[src/rtl/det_sched.sv]
// det_sched: round-robin scheduler sharing one serial 1010 Mealy detector
// among NCH byte channels with per-channel saved state. DET_NONOVERLAP_EN selects non-overlapping.
module det_sched #(
    parameter int NCH   = 4,
    parameter int CNT_W = 8
) (
    input  logic                     clk,
    input  logic                     rst_n,
    input  logic [NCH-1:0]           req_valid,
    input  logic [8*NCH-1:0]         req_data,
    output logic [NCH-1:0]           req_ready,
    input  logic [NCH-1:0]           ctx_clr,
    output logic                     rsp_valid,
    output logic [$clog2(NCH)-1:0]   rsp_ch,
    output logic [2:0]               rsp_hits,
    output logic [CNT_W-1:0]         rsp_total,
    output logic                     busy
);
    localparam int PW = $clog2(NCH);

    typedef enum logic [1:0] {IDLE, SHIFT, RESP} st_e;

    st_e              r_state;
    st_e              w_next;
    logic [PW-1:0]    r_ptr;
    logic [PW-1:0]    r_gnt;
    logic [7:0]       r_byte;
    logic [1:0]       r_work;
    logic [2:0]       r_bit;
    logic [2:0]       r_hits;
    logic             r_clr;
    logic [1:0]       r_st  [NCH];
    logic [CNT_W-1:0] r_tot [NCH];
    logic [PW-1:0]    r_rsp_ch;
    logic [2:0]       r_rsp_hits;
    logic [CNT_W-1:0] r_rsp_tot;

    logic             w_found;
    logic [PW-1:0]    w_gidx;
    logic [PW:0]      w_j;
    logic             w_bit;
    logic             w_hit;
    logic [1:0]       w_det_nxt;
    logic [CNT_W:0]   w_sum;
    logic             w_wclr;
    logic [CNT_W-1:0] w_new_tot;

    // Round-robin search for the first valid channel after ptr
    always_comb begin
        w_found = 1'b0;
        w_gidx  = '0;
        w_j     = '0;
        for (int k = 1; k <= NCH; k++) begin
            w_j = {1'b0, r_ptr} + (PW+1)'(k);
            if (w_j >= (PW+1)'(NCH))
                w_j = w_j - (PW+1)'(NCH);
            if (!w_found && req_valid[w_j[PW-1:0]]) begin
                w_found = 1'b1;
                w_gidx  = w_j[PW-1:0];
            end
        end
    end

    // Detector next state and hit flag for the current MSB
    always_comb begin
        w_bit     = r_byte[7];
        w_hit     = 1'b0;
        w_det_nxt = r_work;
        unique case (r_work)
            2'd0: w_det_nxt = w_bit ? 2'd1 : 2'd0;
            2'd1: w_det_nxt = w_bit ? 2'd1 : 2'd2;
            2'd2: w_det_nxt = w_bit ? 2'd3 : 2'd0;
            2'd3: begin
                if (w_bit) begin
                    w_det_nxt = 2'd1;
                end else begin
                    w_hit = 1'b1;
`ifdef DET_NONOVERLAP_EN
                    w_det_nxt = 2'd0;
`else
                    w_det_nxt = 2'd2;
`endif
                end
            end
        endcase
    end

    // Saturating write-back total, forced to zero by a clear
    always_comb begin
        w_sum     = {1'b0, r_tot[r_gnt]} + (CNT_W+1)'(r_hits);
        w_wclr    = r_clr | ctx_clr[r_gnt];
        w_new_tot = w_sum[CNT_W] ? {CNT_W{1'b1}} : w_sum[CNT_W-1:0];
        if (w_wclr)
            w_new_tot = '0;
    end

    // Scheduler state register
    always_ff @(posedge clk or negedge rst_n) begin
        if (!rst_n)
            r_state <= IDLE;
        else
            r_state <= w_next;
    end

    // Scheduler next state and handshake/response outputs
    always_comb begin
        w_next    = r_state;
        req_ready = '0;
        rsp_valid = 1'b0;
        busy      = (r_state != IDLE);
        rsp_ch    = r_rsp_ch;
        rsp_hits  = r_rsp_hits;
        rsp_total = r_rsp_tot;
        unique case (r_state)
            IDLE: begin
                if (w_found) begin
                    req_ready[w_gidx] = 1'b1;
                    w_next            = SHIFT;
                end
            end
            SHIFT: begin
                if (r_bit == 3'd7)
                    w_next = RESP;
            end
            RESP: begin
                rsp_valid = 1'b1;
                rsp_ch    = r_gnt;
                rsp_hits  = r_hits;
                rsp_total = w_new_tot;
                w_next    = IDLE;
            end
            default: w_next = IDLE;
        endcase
    end

    // Datapath: capture, bit-serial detection, context write-back
    always_ff @(posedge clk or negedge rst_n) begin
        if (!rst_n) begin
            r_ptr      <= PW'(NCH-1);
            r_gnt      <= '0;
            r_byte     <= '0;
            r_work     <= '0;
            r_bit      <= '0;
            r_hits     <= '0;
            r_clr      <= 1'b0;
            r_rsp_ch   <= '0;
            r_rsp_hits <= '0;
            r_rsp_tot  <= '0;
            for (int i = 0; i < NCH; i++) begin
                r_st[i]  <= '0;
                r_tot[i] <= '0;
            end
        end else begin
            for (int i = 0; i < NCH; i++) begin
                if (ctx_clr[i]) begin
                    r_st[i]  <= '0;
                    r_tot[i] <= '0;
                end
            end
            unique case (r_state)
                IDLE: begin
                    if (w_found) begin
                        r_gnt  <= w_gidx;
                        r_byte <= req_data[8*w_gidx +: 8];
                        r_work <= ctx_clr[w_gidx] ? 2'd0 : r_st[w_gidx];
                        r_bit  <= '0;
                        r_hits <= '0;
                        r_clr  <= 1'b0;
                    end
                end
                SHIFT: begin
                    r_byte <= {r_byte[6:0], 1'b0};
                    r_work <= w_det_nxt;
                    r_bit  <= r_bit + 3'd1;
                    if (w_hit)
                        r_hits <= r_hits + 3'd1;
                    if (ctx_clr[r_gnt])
                        r_clr <= 1'b1;
                end
                RESP: begin
                    r_st[r_gnt]  <= w_wclr ? 2'd0 : r_work;
                    r_tot[r_gnt] <= w_new_tot;
                    r_rsp_ch     <= r_gnt;
                    r_rsp_hits   <= r_hits;
                    r_rsp_tot    <= w_new_tot;
                    r_ptr        <= r_gnt;
                end
                default: ;
            endcase
        end
    end
endmodule

[config.mk]
export PLATFORM = sky130hd
export DESIGN_NAME = det_sched
export DESIGN_NICKNAME = d
export VERILOG_FILES = /design/src/rtl/det_sched.sv
export SDC_FILE = /design/constraint.sdc
export NUM_CORES = 1
export LEC_CHECK = 0
export CORE_UTILIZATION = 55
export CTS_BUF_LIST = sky130_fd_sc_hd__clkbuf_2
export DETAILED_ROUTE_END_ITERATION = 12
export PLACE_DENSITY = 0.87
export SLEW_MARGIN = 20
export SYNTH_ARGS = -nofsm -noshare
export SYNTH_HDL_FRONTEND = slang
export SYNTH_SLANG_ARGS = --single-unit
[constraint.sdc]
create_clock -name clk -period 8.58 [get_ports clk]
set_clock_uncertainty 0.1 [all_clocks]
set_input_delay 0.858 -clock clk [delete_from_list [all_inputs] [get_ports clk]]
set_output_delay 0.858 -clock clk [all_outputs]
set_load 0.05 [all_outputs]
======== Yosys cells after proc, flatten, opt, wreduce, memory -nomap -nowiden ========
Index checks and enable logic that the tools add are counted.
storage, ports and cells
  logic and storage cells ................. 154
  output and inout port bits .............. 19
  register bits after elaboration ......... 76
  input port bits ......................... 42
cells by class
  muxes and demuxes ....................... 78
  equality and inequality tests ........... 10
  reductions and logical operators ........ 18
  bitwise operators ....................... 3
  $add $sub $neg .......................... 11
  shift-type cells ........................ 1
  $lt $le $gt $ge ......................... 14
operator list
  operator               number
  $mux W8                12
  $mux W2                23
  $bwmux W32             1
  $mux W32               1
  $shiftx A32 B6 Y8      1
  $ge A3 B3 Y1 const B   6
  $lt A2 B3 Y1 const B   6
  $mux W1                17
  $bmux W8 S2            1
  $demux W8 S2           1
  $pmux W8 S2            1
  $bmux W1 S2            6
  $pmux W3 S2            2
  $add A8 B3 Y9          1
  $mux W3                3
  $bwmux W8              1
  $mux W4                2
  $ne A2 B2 Y1 const B   4
  $pmux W2 S2            2
  $sub A2 B1 Y2 const B  4
  $add A2 B2 Y3 const B  2
  $add A3 B1 Y3 const B  2
  $eq A2 B2 Y1 const B   3
  $not A2 Y3             2
  19 further kinds       31

======== Logic depth before layout (Yosys ltp) ========
  word-level depth ........................ 22
  depth in mapped cells ................... 10
  depth with buffers taken out ............ 8

======== Least setup slack after synthesis ========
Ideal clock, no wire load.
  kind .................................... reg-to-output
  start ................................... register r_gnt[0]
  end ..................................... output rsp_total[6]
  data required time ...................... 7.622 ns
  cell stages (with the launch flop) ...... 11
  path buffers ............................ 2
  arrival time ............................ 3.406 ns
  slack ................................... 4.216 ns
  cells stage by stage .................... dfrtp_1 -> buf_6 -> buf_6 -> mux4_2 -> ha_1 -> fa_1 -> a21oi_1 -> nor2_1 -> nand4b_1 -> nand3_1 -> o21ai_0
between the ends
  word-level cells in the longest chain between the ends .. 8
  elaborated cells on any way between the ends .. 11
  classes of those cells .................. add/sub (1); mux (8); bitwise (2)
RTL lines
  element                                     RTL line  text
  from (decl)                                 26        logic [PW-1:0] r_gnt;
  from (signal assigned)                      163       r_gnt <= w_gidx;
  $not A2 Y3 (implied by the code)            90        w_sum = {1'b0, r_tot[r_gnt]} + (CNT_W+1)'(r_hits);
  $bmux W8 S2                                 90
  $mux W8 (implied by the code) (2 in a row)  90
  $add A8 B3 Y9                               90
  $mux W8                                     92        w_new_tot = w_sum[CNT_W] ? {CNT_W{1'b1}} : w_sum[CNT_W-1:0];
  $mux W8 *                                   93        if (w_wclr)
  $mux W8 *                                   114       unique case (r_state)
  to (decl)                                   16        output logic [CNT_W-1:0] rsp_total,
Mark *: on every way between the ends. The rest lies on a longest branch, timed or not. The select of a mux whose other input is x is not followed.

======== Final worst setup path ========
Same ends and word-level chain as after synthesis.

==> results by group <==
Outcome
  • Outcome: finished, final reports clean

Detailed routing
  • DR vias/cell: approximately 6.2
  • First drt pass iteration count: 4
  • DRC viols: 0
  • Initial DRC count: between 300 and 400
  • DR vias: 3211
  • Drt wl/cell: roughly 18 um
  • WL final: 9.48 mm
  • ANT nets after route: 0

Synth
  • YS warnings: 0
  • Cell taking the most area after synthesis: dfrtp_1
  • Synth area leaders: dfrtp_1 47%, nand3b_1 7.6%, o21ai_0 5.8%
  • Post-Syn Area per Cell: 10.6 sq um
  • Synthesized flop and latch total: 76
  • Share of the synthesized area in the top cell type: 0.466
  • Top-count cell post-synth: dfrtp_1
  • Async SR Flop Fraction: 1.00
  • Post-synthesis sequential area ratio: 0.479
  • Top FF cell, synth: dfrtp_1
  • Syn_nets: around 420
  • Number of flops mapped to enable cells by yosys: 0
  • Synthesized cell area: 0.00398 sq mm
  • Mapped Cells: 375
  • Commonest cells in the netlist: 74 x dfrtp_1, 46 x o21ai_0, 40 x nand3b_1
  • Netlist cell types: 53

Placed design
  • Pre-CTS setup slack: between 3000 and 4000 ps
  • HPWL after detailed placement: 6.55 mm
  • Routability congestion estimate: 0.871
  • Placed Area: 0.00457 sq mm
  • I/O Buffers: 60

Floorplanning
  • Die area: 0.00757 sq mm
  • Starting Density: 0.576
  • Row Count: 30
  • I/O pin cnt: 61
  • Die X-Extent: 87.0 um
  • Core area: 0.00691 sq mm
  • Die Y: 87.0 um

Clock network
  • CTS Sinks: 76
  • CTS tree: done
  • Clk_lat worst skew: 530 ps
  • Clock Tree Buf Depth: 2
  • Post-CTS Setup Bufs: 0
  • PostCTS Resize Cnt: 0
  • Post-CTS Hold Buffers: 0
  • Num CTS Buffers: 9
  • H-Tree Depth: 3
  • Worst-path clk slew: about 190 ps
  • Root Buffer: clkbuf_2

Timing
  • Total negative slack: 0 ps
  • Post-layout minimum cycle time: approximately 5400 ps
  • Hold_ws: around 390 ps
  • Max Fclk: between 150 and 200 MHz
  • Final setup viols: 0
  • Final cycle utilization of the critical path: 0.629
  • Slew HR: 0.265
  • Worst slew pin tran: around 1100 ps
  • Setup slack after layout: 3190 ps
  • Max-slew violation count: 0
  • Unrepaired setup endpoints after global routing: no
  • Final hold violations: 0

Power and ir drop
  • Leakage power: approximately 2 nW
  • Maximum VDD drop: 0.0962 mV
  • Clk pwr share: 0.130
  • Internal Dissipation: a little under 0.7 mW
  • PD cells: 257 mW/mm^2
  • NetSw: ~0.51 mW
  • Flop pwr share: 0.422
  • Gate power share: 0.447
  • Net Sw Frac: 0.430

GRT
  • Pin count of the biggest net entering global routing: 77
  • Initial antenna violation count: 0
  • First-pass GRT wire length: 15.4 mm
  • GRT Total Usage: 0.274
  • Vias in the first global route: 3149
  • Global route overflow: 0

Layout
  • Area taken by multi-input logic gates: roughly 0.0019 sq mm
  • FF/Latch Area: about 0.0019 sq mm
  • # fillers: 536
  • Post-route cell area: 0.00464 sq mm
  • Share of cells above drive strength 1: 0.115
  • Area delta synth->final: 16.8%
  • Layout Nets: 469
  • N_diodes: 0
  • Finished Core Util: 0.672

Worst setup path
  • Worst EP arrival: between 4000 and 5000 ps
  • Req. time, crit path: 7620 ps
  • Crit-path slowest cell: clkdlybuf4s50_1
  • Flop-to-flop setup slack: about 5300 ps
  • Crit Path Max Fanout: 14
  • Nature of the critical path startpoint: register
  • R2R Path Start: r_gnt[0]$_DFFE_PN0P_
  • Crit path cell chain: mux4_2 > ha_1 > fa_1 > a21oi_1 > nor2_1 > nand4b_1 > nand3_1 > o21ai_0 > clkdlybuf4s50_1
  • R2R depth: 8
  • CP max stage delay: 860 ps
  • CP Capture Type: primary output
  • Critical path class: reg2out
  • Largest delay share family, worst path: buffers and inverters
  • Critical R2R Capture: r_tot[7]$_DFF_PN0_
  • Worst path bufs/invs: 1

Hold path
  • WHS Path Cells: 2
  • Min-Delay Endpoint: r_rsp_tot[7]$_DFF_PN0_
  • HP Class: reg2reg
  • Hold Crit Start: r_rsp_tot[7]$_DFF_PN0_

Flow run
  • Max-Cap Viols: 0
-- placed cells by master (no fill, tap or decap), types with 6 or more instances in the layout --
cell,synthesis,layout
nand2_1,39,39
mux2i_1,12,12
clkdlybuf4s50_1,0,59
o21ai_0,46,46
nor2b_1,11,11
a21oi_1,10,10
nor2_1,8,8
a211oi_1,15,15
dfrtp_1,74,74
clkbuf_2,0,12
nand3b_1,40,40
a221o_1,7,7
ha_1,6,6
mux4_2,9,9
-- cell type report --
cell class                      count  area share
Multi-Input combinational cell    268       0.414
Sequential cell                    76       0.410
Tap cell                           96      0.0259
Inverter                            3     0.00242
Timing Repair Buffer               62       0.131
Clock buffer                       12      0.0129
Clock inverter                      4     0.00377
-- routing by layer --
metal | share of wire | track usage
met5 | 0 | 0
met4 | 0.020 | 0.109
met3 | 0.052 | 0.0597
met2 | 0.49 | 0.442
met1 | 0.43 | 0.363
-- worst register-to-register path: stages, from the launching register on --
cell and delay [ps]:
dfrtp_1 810, mux4_2 590, ha_1 220, fa_1 410, a21oi_1 300, nor2_1 150, nor4_1 330, or4_4 240
o21ai_2 60
-- cell families (layout without fill, tap and decap cells) --
| family | Yosys count | after routing | share of synthesized area |
|---|---|---|---|
| AOI/OAI and AO/OA | 106 | 106 | 0.178 |
| xor gates and xnor gates | 4 | 4 | 0.00881 |
| adders and majority gates | 7 | 7 | 0.0239 |
| buffers and inverters | 31 | 81 | 0.0381 |
| DFF | 76 | 76 | 0.479 |
| muxes | 23 | 23 | 0.0868 |
| and+or+nand+nor | 128 | 128 | 0.186 |
-- flip-flops by register name, summed over array words and instances (netlist names), 3 cells and up --
signal	count
r_bit	3
r_byte	8
r_hits	3
r_rsp_hits	3
r_rsp_tot	8
r_st	8
r_tot	32
-- power by group through the flow --
stage / registers [mW] / logic, mW / clock network (mW)
2_1_floorplan: 0.470 / 0.429 / 0
3_3_place_gp: 0.504 / 0.517 / 0
3_5_place_dp: 0.508 / 0.534 / 0
4_1_cts: 0.502 / 0.535 / 0.157
5_1_grt: 0.514 / 0.574 / 0.176
6_report: 0.503 / 0.533 / 0.155
-- through the flow --
step                      power [mW]  cells
after global routing            1.26    521
after CTS                       1.19    521
after detailed placement        1.04    505
after floorplan                0.899    375
final                           1.19    521
after global placement          1.02    505
-- how the worst max path moves through the flow --
stage / cells after the start / slack [ps] / startpoint / endpoint
2_1_floorplan: 10 / 4220 / r_gnt[0]$_DFFE_PN0P_ / rsp_total[6]
6_report: 9 / 3190 / r_gnt[0]$_DFFE_PN0P_ / rsp_total[6]
3_3_place_gp: 6 / 3920 / ctx_clr[0] / rsp_total[4]
4_1_cts: 9 / 3180 / r_gnt[0]$_DFFE_PN0P_ / rsp_total[6]
3_5_place_dp: 9 / 3750 / r_gnt[0]$_DFFE_PN0P_ / rsp_total[6]
5_1_grt: 9 / 2850 / r_gnt[0]$_DFFE_PN0P_ / rsp_total[6]
Power figures use the tool's default switching activity.
